`src/rtl/seg_scan_ctrl.sv`:
```
// Multiplexed 7-segment scan controller: prescaled digit slots, tear-free shadow capture,
// guard-band anode blanking. Define SEG_LZB_EN to compile in leading-zero blanking.
module seg_scan_ctrl #(
    parameter int NUM_DIGITS   = 4,
    parameter int REFRESH_DIV  = 100000,
    parameter int GUARD_CYCLES = 16
) (
    input  logic                    clk,
    input  logic                    reset,
    input  logic                    en,
    input  logic [NUM_DIGITS*4-1:0] value_in,
    input  logic [NUM_DIGITS-1:0]   dp_in,
    output logic [NUM_DIGITS-1:0]   seg_an,
    output logic [7:0]              seg_cat,
    output logic                    frame_tick
);

    localparam int PW = $clog2(REFRESH_DIV);
    localparam int IW = $clog2(NUM_DIGITS);

    function automatic logic [6:0] seg_decode(input logic [3:0] nib);
        logic [6:0] pat;
        case (nib)
            4'h0: pat = 7'b1000000;
            4'h1: pat = 7'b1111001;
            4'h2: pat = 7'b0100100;
            4'h3: pat = 7'b0110000;
            4'h4: pat = 7'b0011001;
            4'h5: pat = 7'b0010010;
            4'h6: pat = 7'b0000010;
            4'h7: pat = 7'b1111000;
            4'h8: pat = 7'b0000000;
            4'h9: pat = 7'b0010000;
            4'hA: pat = 7'b0001000;
            4'hB: pat = 7'b0000011;
            4'hC: pat = 7'b1000110;
            4'hD: pat = 7'b0100001;
            4'hE: pat = 7'b0000110;
            default: pat = 7'b0001110;
        endcase
        return pat;
    endfunction

    logic [PW-1:0]           presc_p0;
    logic [IW-1:0]           idx_p0;
    logic [NUM_DIGITS*4-1:0] shadow_val_p0;
    logic [NUM_DIGITS-1:0]   shadow_dp_p0;

    logic [NUM_DIGITS-1:0]   an_p1;
    logic [7:0]              cat_p1;
    logic                    frame_tick_p1;

    logic                    slot_tick;
    logic                    wrap_tick;
    logic [3:0]              cur_nib;
    logic                    cur_dp;
    logic                    blank;
    logic [NUM_DIGITS-1:0]   an_next;
    logic [7:0]              cat_next;

    assign slot_tick = (presc_p0 == PW'(REFRESH_DIV - 1));
    assign wrap_tick = slot_tick && (idx_p0 == IW'(NUM_DIGITS - 1));
    assign cur_nib   = shadow_val_p0[{idx_p0, 2'b00} +: 4];
    assign cur_dp    = shadow_dp_p0[idx_p0];

`ifdef SEG_LZB_EN
    logic [NUM_DIGITS-1:0] lz_from;
    logic [NUM_DIGITS-1:0] blank_mask;

    // lz_from[k]: every shadow nibble from k up to the most significant digit is zero.
    always_comb begin
        lz_from    = '0;
        blank_mask = '0;
        lz_from[NUM_DIGITS-1] = (shadow_val_p0[4*(NUM_DIGITS-1) +: 4] == 4'h0);
        for (int k = NUM_DIGITS - 2; k >= 0; k--) begin
            lz_from[k] = lz_from[k+1] && (shadow_val_p0[4*k +: 4] == 4'h0);
        end
        for (int k = 1; k < NUM_DIGITS; k++) begin
            blank_mask[k] = lz_from[k] && !shadow_dp_p0[k];
        end
    end

    assign blank = blank_mask[idx_p0];
`else
    assign blank = 1'b0;
`endif

    assign an_next  = ((presc_p0 < PW'(GUARD_CYCLES)) || !en || blank)
                      ? '1 : ~(NUM_DIGITS'(1) << idx_p0);
    assign cat_next = {~cur_dp, seg_decode(cur_nib)};

    // Stage p0: prescaler, digit index and shadow capture on the wrapping slot tick.
    always_ff @(posedge clk or posedge reset) begin
        if (reset) begin
            presc_p0      <= '0;
            idx_p0        <= '0;
            shadow_val_p0 <= '0;
            shadow_dp_p0  <= '0;
        end else begin
            presc_p0 <= slot_tick ? '0 : presc_p0 + PW'(1);
            if (slot_tick) begin
                idx_p0 <= (idx_p0 == IW'(NUM_DIGITS - 1)) ? '0 : idx_p0 + IW'(1);
            end
            if (wrap_tick) begin
                shadow_val_p0 <= value_in;
                shadow_dp_p0  <= dp_in;
            end
        end
    end

    // Stage p1: registered pad drive, one cycle behind the p0 state.
    always_ff @(posedge clk or posedge reset) begin
        if (reset) begin
            an_p1         <= '1;
            cat_p1        <= 8'hFF;
            frame_tick_p1 <= 1'b0;
        end else begin
            an_p1         <= an_next;
            cat_p1        <= cat_next;
            frame_tick_p1 <= wrap_tick;
        end
    end

    assign seg_an     = an_p1;
    assign seg_cat    = cat_p1;
    assign frame_tick = frame_tick_p1;

endmodule

```
`config.mk`:
```
export PLATFORM = sky130hd
export DESIGN_NAME = seg_scan_ctrl
export DESIGN_NICKNAME = d
export VERILOG_FILES = /design/src/rtl/seg_scan_ctrl.sv
export SDC_FILE = /design/constraint.sdc
export NUM_CORES = 1
export LEC_CHECK = 0
export ABC_AREA = 1
export BUFFER_PORTS_ARGS = -buffer_cell sky130_fd_sc_hd__buf_2
export CAP_MARGIN = 25
export CORE_ASPECT_RATIO = 1.2
export CORE_MARGIN = 10
export CORE_UTILIZATION = 42
export DETAILED_ROUTE_END_ITERATION = 16
export GPL_TIMING_DRIVEN = 0
export PLACE_DENSITY_LB_ADDON = 0.05
export SLEW_MARGIN = 20
export SYNTH_ARGS = -nofsm -noshare
export SYNTH_HDL_FRONTEND = slang
export SYNTH_SLANG_ARGS = --single-unit
```
`constraint.sdc`:
```
create_clock -name clk -period 3.2 [get_ports clk]
set_input_delay 0.64 -clock clk [delete_from_list [all_inputs] [get_ports clk]]
set_output_delay 0.64 -clock clk [all_outputs]
set_load 0.05 [all_outputs]
```
## Word-level counts from Yosys, hierarchy flattened

Memories as Yosys holds them, arrays and structs flattened. A register that Yosys moved wholly into a read port is not among the register bits.
Index checks and enable logic that the tools add are counted.
W data, S select, Z words.

- Add/sub/neg operators: 2
- Multiply operators: 0
- Divide/modulo/power cells: 0
- Magnitude comparators: 2
- Eq/ne operators: 2
- Shift operators: 2
- Multiplexer cells: 5
- Bitwise gates (word level): 2
- Reductions and logical operators: 3

Operators by type and width:

| cell | count |
|---|---|
| $add A17 B1 Y17 const B | 1 |
| $eq A17 B17 Y1 const B | 1 |
| $lt A17 B5 Y1 const B | 1 |
| $mux W17 | 1 |
| $shiftx A16 B5 Y4 | 1 |
| $mux W4 | 1 |
| $not A4 Y4 | 1 |
| $shl A1 B2 Y4 const A | 1 |
| $lt A2 B3 Y1 const B | 1 |
| $add A2 B1 Y2 const B | 1 |
| $bmux W1 S2 | 1 |
| $eq A2 B2 Y1 const B | 1 |
| $mux W2 | 1 |
| $logic_and A1 B1 Y1 | 1 |
| $logic_not A1 Y1 | 1 |
| $logic_or A1 B1 Y1 | 1 |
| $mux W1 | 1 |
| $not A1 Y1 | 1 |

- Bits in registers: 52
- Latch bits: 0
- Memory bits (writable): 0
- ROM bits: 112
- Memories kept: 1

Memories:

| name | depth | width | read ports | clocked after Yosys merged registers in | write ports | RTL line | source |
|---|---|---|---|---|---|---|---|
| (no name shown) | 16 | 7 | 1 | 1 | 0 | 23 | `case (nib)` |

## Depth between registers and ports, before layout

- Word-level depth: 3
- Mapped depth: 11
- Gate-level depth less buffers: 10

## Worst setup path after synthesis

No wires, ideal clock.

- Path type: register -> register
- From: register idx_p0[0]
- To: register cat_p1[3], in the netlist seg_cat[3]
- Arrival time: 1.437 ns
- Data required time: 3.140 ns
- Setup slack: 1.703 ns
- Stages on the path, launching flop included: 12
- Clock period less this slack: 1.497 ns
- Path through: dfrtp_1 inv_2 buf_2 nand2_1 nand3_1 nand2_1 inv_1 ha_1 nand3_1 nand2_1 nand2_1 nand2_1

- Cells in the longest elaborated chain, start to end: 1

RTL lines:

| element | RTL line | source |
|---|---|---|
| from (decl) | 45 | `logic [IW-1:0] idx_p0;` |
| from (signal assigned) | 102 | `idx_p0 <= (idx_p0 == IW'(NUM_DIGITS - 1)) ? '0 : idx_p0 + IW'(1);` |
| $shiftx A16 B5 Y4 | 63 | `assign cur_nib = shadow_val_p0[{idx_p0, 2'b00} +: 4];` |
| to (decl) | 50 | `logic [7:0] cat_p1;` |

Every way passes these cells.
A chain may end at the register's enable or synchronous reset.

## Worst setup path in the final report

Same ends and word-level chain as after synthesis.

==> impl_metrics.env <==
export IMPL_p_seq_share_pct=62.5
export IMPL_hold_viol_final=0
export IMPL_maxSlewViolCount=0
export IMPL_cts_max_path_buffers=2
export IMPL_grt_pass1_wl_um=10200
export IMPL_synth_top_area_share_pct=36.4
export IMPL_combPwrFrac_pct=3.0
export IMPL_hpwl_um=4390
export IMPL_crit_chain="inv_2 -> buf_2 -> nand2_1 -> nand3_1 -> nand2_1 -> inv_1 -> ha_1 -> nand3_1 -> nand2_1 -> nand2_1 -> nand2_1"
export IMPL_diodes=0
export IMPL_setup_tns_ps=0
export IMPL_via_per_inst=4.72
export IMPL_layout_common_cells="nand2_1, nand3_1, buf_2, dfrtp_1, nor2_1"
export IMPL_num_nets_final=422
export IMPL_ir_worst_vdd_mv=0.256
export IMPL_r2r_cells=11
export IMPL_finalCriticalPeriod_ps=1900
export IMPL_power_share_clock_pct=34.5
export IMPL_intPower_mw=0.823
export IMPL_drt_first_pass_iters=4
export IMPL_reg2reg_from="idx_p0[0]$_DFFE_PP0N_"
export IMPL_antenna_left=0
export IMPL_worstPathRequired_ps=3450
export IMPL_grt_pass1_vias=2212
export IMPL_fmax_mhz=526
export IMPL_track_usage_pct=12.4
export IMPL_cts_resized=0
export IMPL_synth_area_leaders="dfrtp_1, nand2_1, dfstp_2"
export IMPL_path_class="register to register"
export IMPL_r2r_end="seg_cat[3]$_DFF_PP1_"
export IMPL_period_share_pct=59.4
export IMPL_fin_skew_ps=10.6
export IMPL_syn_num_nets=379
export IMPL_worstPathArrival_ps=2150
export IMPL_root_buffer="clkbuf_8"
export IMPL_cts_buffers=5
export IMPL_swShare_pct=21.9
export IMPL_power_leakage_nw=1.59
export IMPL_p_sw_mw=0.231
export IMPL_setup_violations=0
export IMPL_ys_ff_latch=52
export IMPL_die_height_um=109
export IMPL_routed_wl_um=5830
export IMPL_htree_levels=2
export IMPL_dpl_worst_slack_ps=1340
export IMPL_crit_end="seg_cat[3]$_DFF_PP1_"
export IMPL_yosysWarnings=0
export IMPL_crit_start="idx_p0[0]$_DFFE_PP0N_"
export IMPL_postSynthCellCount=345
export IMPL_cpMaxStageDelayCell="dfrtp_1"
export IMPL_min_path_type="input pin to asynchronous set/reset pin"
export IMPL_synth_edf_count=0
export IMPL_post_cts_setup_buffer_count=0
export IMPL_power_mw=1.05
export IMPL_grt_antenna_before_repair=0
export IMPL_maxSlewHeadroom_pct=66.2
export IMPL_p_per_area_nw_per_um2=337
export IMPL_cp_common_cell="nand2_1"
export IMPL_drt_initial_drc_count=112
export IMPL_netlist_area_sq_um=2750
export IMPL_area_growth_pct=14.0
export IMPL_core_sq_um=6410
export IMPL_maxCapViolations=0
export IMPL_seq_area_frac_synth_pct=47.9
export IMPL_portBuffers=35
export IMPL_yosys_area_top_type="dfrtp_1"
export IMPL_dp_cells=466
export IMPL_finalWorstSetupSlack_ps=1300
export IMPL_worstSetupStartpointType="register"
export IMPL_clk_pin_slew_ps=100
export IMPL_start_util_pct=42.9
export IMPL_cts_hold_fix_buffers=0
export IMPL_ys_dominant_reg_cell="dfrtp_1"
export IMPL_async_flop_share_pct=100
export IMPL_grt_ovfl_total=0
export IMPL_whs_ps=348
export IMPL_synth_cell_type_count=26
export IMPL_clock_sinks=52
export IMPL_drc_errors=0
export IMPL_clk_latency_ps=310
export IMPL_die_area_sq_um=10200
export IMPL_io_pins=36
export IMPL_layout_commonest_cell="nand2_1"
export IMPL_rsz0062_at_grt="no"
export IMPL_finalNonFillerCells=474
export IMPL_num_rows=32
export IMPL_syn_avg_cell_area_sq_um=7.96
export IMPL_route_vias_total=2236
export IMPL_place_gp_congestion=0.853
export IMPL_grt_max_degree=30
export IMPL_cpPeakStageDelay_ps=460
export IMPL_rrSetupSlack_ps=1300
export IMPL_tightest_slew_ps=506
export IMPL_fp_dieW_um=93.8
export IMPL_path_max_fanout=11
export IMPL_status="complete, no violations"
export IMPL_wl_per_cell_um=12.3
export IMPL_drive_gt1_share_pct=20.8
export IMPL_cp_end_kind="register"
export IMPL_cts_tree="yes"
[flip-flops by register name, summed over array words and instances (netlist names)]
signal,cells
seg_an,4
presc_p0,17
seg_cat,8
shadow_dp_p0,4
idx_p0,2
shadow_val_p0,16
frame_tick,1
[through the flow]
step / util, % / cell area, sq um
6_report: 48.9 / 3130
5_1_grt: 48.9 / 3130
4_1_cts: 48.9 / 3130
3_5_place_dp: 47.6 / 3050
3_3_place_gp: 47.3 / 3030
2_1_floorplan: - / 2750
[critical path: cells and delay by family (launching register included)]
| family | cells | cell delay, ps |
|---|---|---|
| fa+ha+maj | 1 | 190 |
| buf+inv | 3 | 460 |
| flops | 1 | 460 |
| simple gates | 7 | 730 |
[per-layer routing]
layer | vias up | wire (um) | track usage, %
met5 | - | 0 | 0
met4 | 0 | 93 | 4.78
met3 | 7 | 332 | 3.74
met2 | 41 | 2630 | 18.8
met1 | 1019 | 2780 | 16.0
li1 | 1169 | - | -
[synth_stat cells (3+ instances only)]
master	number
ha_1	11
buf_2	5
nand2_1	119
xor2_1	7
dfstp_2	12
nor3_1	3
nand3_1	48
inv_2	6
o21ai_1	3
nand4_1	5
nor2_1	39
inv_1	26
nand2_2	4
dfrtp_1	40
[how the worst min path moves through the flow]
stage                                  to  depth (start not counted)                  start
finish              presc_p0[2]$_DFF_PP0_                          2                  reset
global route        presc_p0[5]$_DFF_PP0_                          2                  reset
CTS                 presc_p0[2]$_DFF_PP0_                          2                  reset
detailed placement  presc_p0[0]$_DFF_PP0_                          1  presc_p0[0]$_DFF_PP0_
global placement    presc_p0[0]$_DFF_PP0_                          1  presc_p0[0]$_DFF_PP0_
floorplan           presc_p0[0]$_DFF_PP0_                          1  presc_p0[0]$_DFF_PP0_
[cell type report]
| type | instances | area, sq um |
|---|---|---|
| Fill cell | 679 | 3270 |
| Sequential cell | 52 | 1320 |
| Multi-Input combinational cell | 251 | 1230 |
| Timing Repair Buffer | 36 | 195 |
| Inverter | 32 | 120 |
| Tap cell | 85 | 106 |
| Buffer | 10 | 77.6 |
| Clock buffer | 6 | 72.6 |
| Clock inverter | 2 | 11.3 |
[power groups by stage]
stage	clock network [mW]	registers, mW	logic (mW)
after global placement	0	0.671	0.0301
after floorplan	0	0.673	0.00986
after global routing	0.411	0.659	0.0373
after CTS	0.381	0.659	0.0335
after detailed placement	0	0.671	0.0335
final	0.364	0.659	0.0319
[cells by family after synthesis]
family,Yosys count,share of synthesized area [%]
compound gates,7,1.46
xor+xnor,9,2.87
fa+ha+maj,11,5.01
buf+inv,42,7.20
flops,52,47.9
simple gates,224,35.5
No activity file was read; power rests on OpenSTA's default activity.
